**src/rtl/heap_sort_drain.sv**
```systemverilog
// rtl/heap_sort_drain.sv - captures a Maybe-wrapped sorted vector and drains it one element per cycle
module heap_sort_drain #(
    parameter int N  = 5,
    parameter int W  = 32,
    parameter int CW = 16
) (
    input  logic           system1000,
    input  logic           system1000_rst,
    input  logic [N*W:0]   in_maybe,
    output logic           in_ready,
    output logic [W-1:0]   out_data,
    output logic           out_valid,
    output logic           out_last,
    input  logic           out_ready,
    output logic [CW-1:0]  vec_count,
    output logic           busy
);
    localparam int IW = (N > 1) ? $clog2(N) : 1;
    localparam logic [IW-1:0] LAST_IDX = IW'(N - 1);

    typedef enum logic {
        S_IDLE  = 1'b0,
        S_DRAIN = 1'b1
    } state_t;

    state_t         r_state;
    state_t         w_next_state;
    logic [W-1:0]   r_buf [N];
    logic [IW-1:0]  r_idx;
    logic [CW-1:0]  r_vec_count;

    logic           w_tag;
    logic           w_at_last;
    logic           w_handshake;
    logic           w_vec_done;
    logic           w_capture;

    // Upstream may only load a new vector when idle or while the final
    // element is being taken, so back-to-back vectors leave no bubble.
    assign w_tag       = in_maybe[N*W];
    assign w_at_last   = (r_state == S_DRAIN) && (r_idx == LAST_IDX);
    assign w_handshake = (r_state == S_DRAIN) && out_ready;
    assign w_vec_done  = w_handshake && w_at_last;
    assign in_ready    = (r_state == S_IDLE) || (w_at_last && out_ready);
    assign w_capture   = w_tag && in_ready;
    assign vec_count   = r_vec_count;

    // State register
    always_ff @(posedge system1000 or posedge system1000_rst) begin
        if (system1000_rst) begin
            r_state <= S_IDLE;
        end else begin
            r_state <= w_next_state;
        end
    end

    // Next-state: enter DRAIN on capture, leave only when the last element goes without a reload
    always_comb begin
        w_next_state = r_state;
        case (r_state)
            S_IDLE:  if (w_capture) w_next_state = S_DRAIN;
            S_DRAIN: if (w_vec_done && !w_capture) w_next_state = S_IDLE;
            default: w_next_state = S_IDLE;
        endcase
    end

    // Outputs derive only from registers so nothing leaks from in_maybe to the stream
    always_comb begin
        out_valid = (r_state == S_DRAIN);
        out_last  = w_at_last;
        busy      = (r_state == S_DRAIN);
        out_data  = '0;
        if (r_state == S_DRAIN) begin
            out_data = r_buf[r_idx];
        end
    end

    // Vector buffer: element 0 sits in the payload MSBs
    always_ff @(posedge system1000 or posedge system1000_rst) begin
        if (system1000_rst) begin
            for (int i = 0; i < N; i++) begin
                r_buf[i] <= '0;
            end
        end else if (w_capture) begin
            for (int i = 0; i < N; i++) begin
                r_buf[i] <= in_maybe[(N-1-i)*W +: W];
            end
        end
    end

    // Element index: restarts on capture or after the last element, holds under backpressure
    always_ff @(posedge system1000 or posedge system1000_rst) begin
        if (system1000_rst) begin
            r_idx <= '0;
        end else if (w_capture) begin
            r_idx <= '0;
        end else if (w_handshake) begin
            r_idx <= w_at_last ? '0 : r_idx + 1'b1;
        end
    end

    // Completed-vector counter, wraps naturally
    always_ff @(posedge system1000 or posedge system1000_rst) begin
        if (system1000_rst) begin
            r_vec_count <= '0;
        end else if (w_vec_done) begin
            r_vec_count <= r_vec_count + 1'b1;
        end
    end

endmodule

```
**config.mk**
```make
export PLATFORM = sky130hd
export DESIGN_NAME = heap_sort_drain
export DESIGN_NICKNAME = d
export VERILOG_FILES = /design/src/rtl/heap_sort_drain.sv
export SDC_FILE = /design/constraint.sdc
export NUM_CORES = 1
export LEC_CHECK = 0
export BUFFER_PORTS_ARGS = -buffer_cell sky130_fd_sc_hd__buf_2
export CELL_PAD_IN_SITES_DETAIL_PLACEMENT = 0
export CELL_PAD_IN_SITES_GLOBAL_PLACEMENT = 2
export CORE_MARGIN = 3
export CORE_UTILIZATION = 36
export DETAILED_ROUTE_END_ITERATION = 6
export PLACE_DENSITY_LB_ADDON = 0.1
export SLEW_MARGIN = 40
export SYNTH_ARGS = -nofsm -noshare
export SYNTH_HDL_FRONTEND = slang
export SYNTH_SLANG_ARGS = --single-unit
```
**constraint.sdc**
```tcl
create_clock -name system1000 -period 8.32 [get_ports system1000]
set_input_delay 1.664 -clock system1000 [delete_from_list [all_inputs] [get_ports system1000]]
set_output_delay 1.664 -clock system1000 [all_outputs]
set_load 0.03 [all_outputs]
```
==> metrics.md <==
| Metric | Value |
|---|---|
| H-tree depth | `4` |
| Synth Cell Area | `8881 sq um` |
| Row count | `56` |
| Synth top area share | `0.5072` |
| Remaining DRCs | `0` |
| Peak VDD IR | `0.1873 mV` |
| Multi-input logic area | `4079 sq um` |
| P&R area growth vs syn | `22.25%` |
| Slowest cell on the critical path | `dfrtp_4` |
| First-pass GRT wire length | `roughly 36,000 um` |
| CP required | `6.66 ns` |
| Tmin final | `4.155 ns` |
| P_leak | `5.076 nW` |
| Reg-to-Reg Start | `r_idx[1]` |
| Clk buf depth | `2` |
| Clk pin slew, worst setup/hold paths | `0.07 ns` |
| Worst r2r dst | `r_buf[27]` |
| Critical path capture point type | `output port` |
| Routed vias/inst | `4.874` |
| Largest net degree at the start of global routing | `between 100 and 150` |
| Setup violators final | `0` |
| Async SR Flop Fraction | `1.000` |
| Cells after DPL | `1,150` |
| GP Congestion | `between 0.7 and 0.8` |
| Total wire length | `22,880 um` |
| Io pins | `around 220` |
| Syn_area_per_cell | `13.60 sq um` |
| Yosys reg bits | `180` |
| Postcts setup bufs | `0` |
| Share of post-route cells with drive strength above 1 | `0.5307` |
| Fin Setup TNS | `0 ns` |
| Yosys warns | `0` |
| Synthesized net count | `820` |
| Port-buffer cells | `about 220` |
| WP buf/inv | `2` |
| Cells after synthesis | `653` |
| CP startpoint kind | `register` |
| Grt ovf | `0` |
| Vias in the first global route | `6,276` |
| Vert. Die Dim | `163.1 um` |
| Worst Hold Launch | `vec_count[15]` |
| Critical setup path kind | `reg -> out` |
| Max FO, Critical Path | `38` |
| Top cells by area, synth | `dfrtp_1 (51%), mux2_4 (17%), mux2_2 (12%)` |
| Max-cap violations | `0` |
| # resized after CTS | `0` |
| Crit path launch | `r_idx[0]` |
| Pins Over Slew Limit | `0` |
| Hold_ws | `0.4678 ns` |
| CTS Sinks | `180` |
| Worst min-delay path class | `reg -> reg` |
| Status | `complete, no violations` |
| Hold depth | `1` |
| RSZ-0062 raised after global routing | `no` |
| Peak Freq | `0.2407 GHz` |
| Fill cell count | `2,242` |
| CP Data Arrival Time | `2.49 ns` |
| Worst path cell trace | `nor2b_4 -> buf_8 -> nand2_1 -> o221ai_1 -> and2_1 -> buf_2` |
| DP HPWL | `15,520 um` |
| Design area | `10,860 sq um` |
| Synth Flop Type | `dfrtp_1` |
| Register area | `4516 sq um` |
| Synth cell types | `32` |
| Routed Antenna Nets | `0` |
| Clk_skew | `approximately 0.012 ns` |
| Global-route usage over all layers | `0.1743` |
| WL/cell | `19.34 um` |
| Nets | `1,017` |
| DR vias | `5,766` |
| CTS root buffer | `clkbuf_16` |
| Num CTS Buffers | `17` |
| Die Width | `163.1 um` |
| Slew margin rel. | `0.4659` |
| Initial antenna violation count | `4` |
| Worst-Skew Late Latency | `0.42 ns` |
| Core box area | `about 24,000 sq um` |
| R2R Setup Slk | `around 5.2 ns` |
| Total iterations of the first detailed-routing run | `4` |
| Hold Violations, Final | `0` |
| Post-synth top area cell | `dfrtp_1` |
| Die area | `26,590 sq um` |
| Worst R2R Path Depth | `8` |
| Slowest cell delay on critical path | `around 0.8 ns` |
| Seq/Total Area, Yosys | `0.5072` |
| CTS tree | `built` |
| Initial Util | `0.3728` |
| Cell family with most CP delay | `flip-flops` |
| Cell Area, Placed | `10,280 sq um` |
| Worst slew pin tran | `0.8012 ns` |
| Non-Filler Instances | `1,183` |
| Post-synth EDFFs | `0` |
| Fin crit share | `0.4994` |
| Most common cell after layout, fill and taps aside | `buf_2` |
| PD cells | `around 410 nW/um^2` |
| Power, Total | `0.004426 W` |
| Most frequent cells in the layout | `buf_2 (215), dfrtp_1 (177), mux2_4 (100)` |
| DR iter-0 viols | `235` |
| Hold Path Sink | `vec_count[15]` |
| # hold bufs at CTS | `0` |
cell usage after synthesis (11+ instances only):
master,instances
o221ai_1,32
mux2_2,92
dfrtp_1,180
mux2i_1,33
and2_1,33
mux2_4,100
nand2_1,80
xnor2_1,12
buf_6,13
buf_2,20
clkbuf_1,11
area by class of cell:
class | count | area share
diodes | 1 | 0.0002305
clock buffers | 21 | 0.04057
clock inverters | 11 | 0.01187
inverters | 3 | 0.002190
multi-input cells | 422 | 0.3757
flip-flops and latches | 180 | 0.4159
well taps | 319 | 0.03676
repair buffers | 226 | 0.1167
worst max-delay path by stage:
stage,to,cells after the start
floorplan,busy,1
global placement,out_data[31],5
detailed placement,in_ready,4
CTS,out_data[31],6
global route,out_data[31],7
finish,out_data[31],6
cells by family (layout without fill, tap and decap cells):
group,after synthesis,count (layout),share of synthesized area
DFF,180,180,0.5072
xor gates and xnor gates,15,15,0.01479
other,0,1,0
and+or+nand+nor,141,141,0.07960
buffers and inverters,51,261,0.03579
muxes,225,225,0.3229
adders and majority gates,3,3,0.004227
AOI/OAI and AO/OA,38,38,0.03550
where the power goes:
part           switching [W]  internal, W
Clock               0.000352     0.000444
Sequential          0.000289      0.00128
Combinational        0.00100      0.00106
flip-flops by register name, indices dropped and copies added, names as in the netlist:
| name | count |
|---|---|
| r_buf | 160 |
| busy | 1 |
| vec_count | 16 |
| r_idx | 3 |
metal layers:
metal | GRT usage | share of wire
met1 | 0.2390 | 0.46
met2 | 0.2855 | 0.48
met3 | 0.03804 | 0.045
met4 | 0.03691 | 0.0087
met5 | 0 | 0.0024
per-stage QoR:
stage          utilization  setup WS, ns
3_3_place_gp        0.4240         3.959
6_report            0.4557         4.165
2_1_floorplan            -         1.769
5_1_grt             0.4557         4.025
4_1_cts             0.4554         4.124
3_5_place_dp        0.4315         4.375
Note: power is estimated with default switching activity, not from simulation.
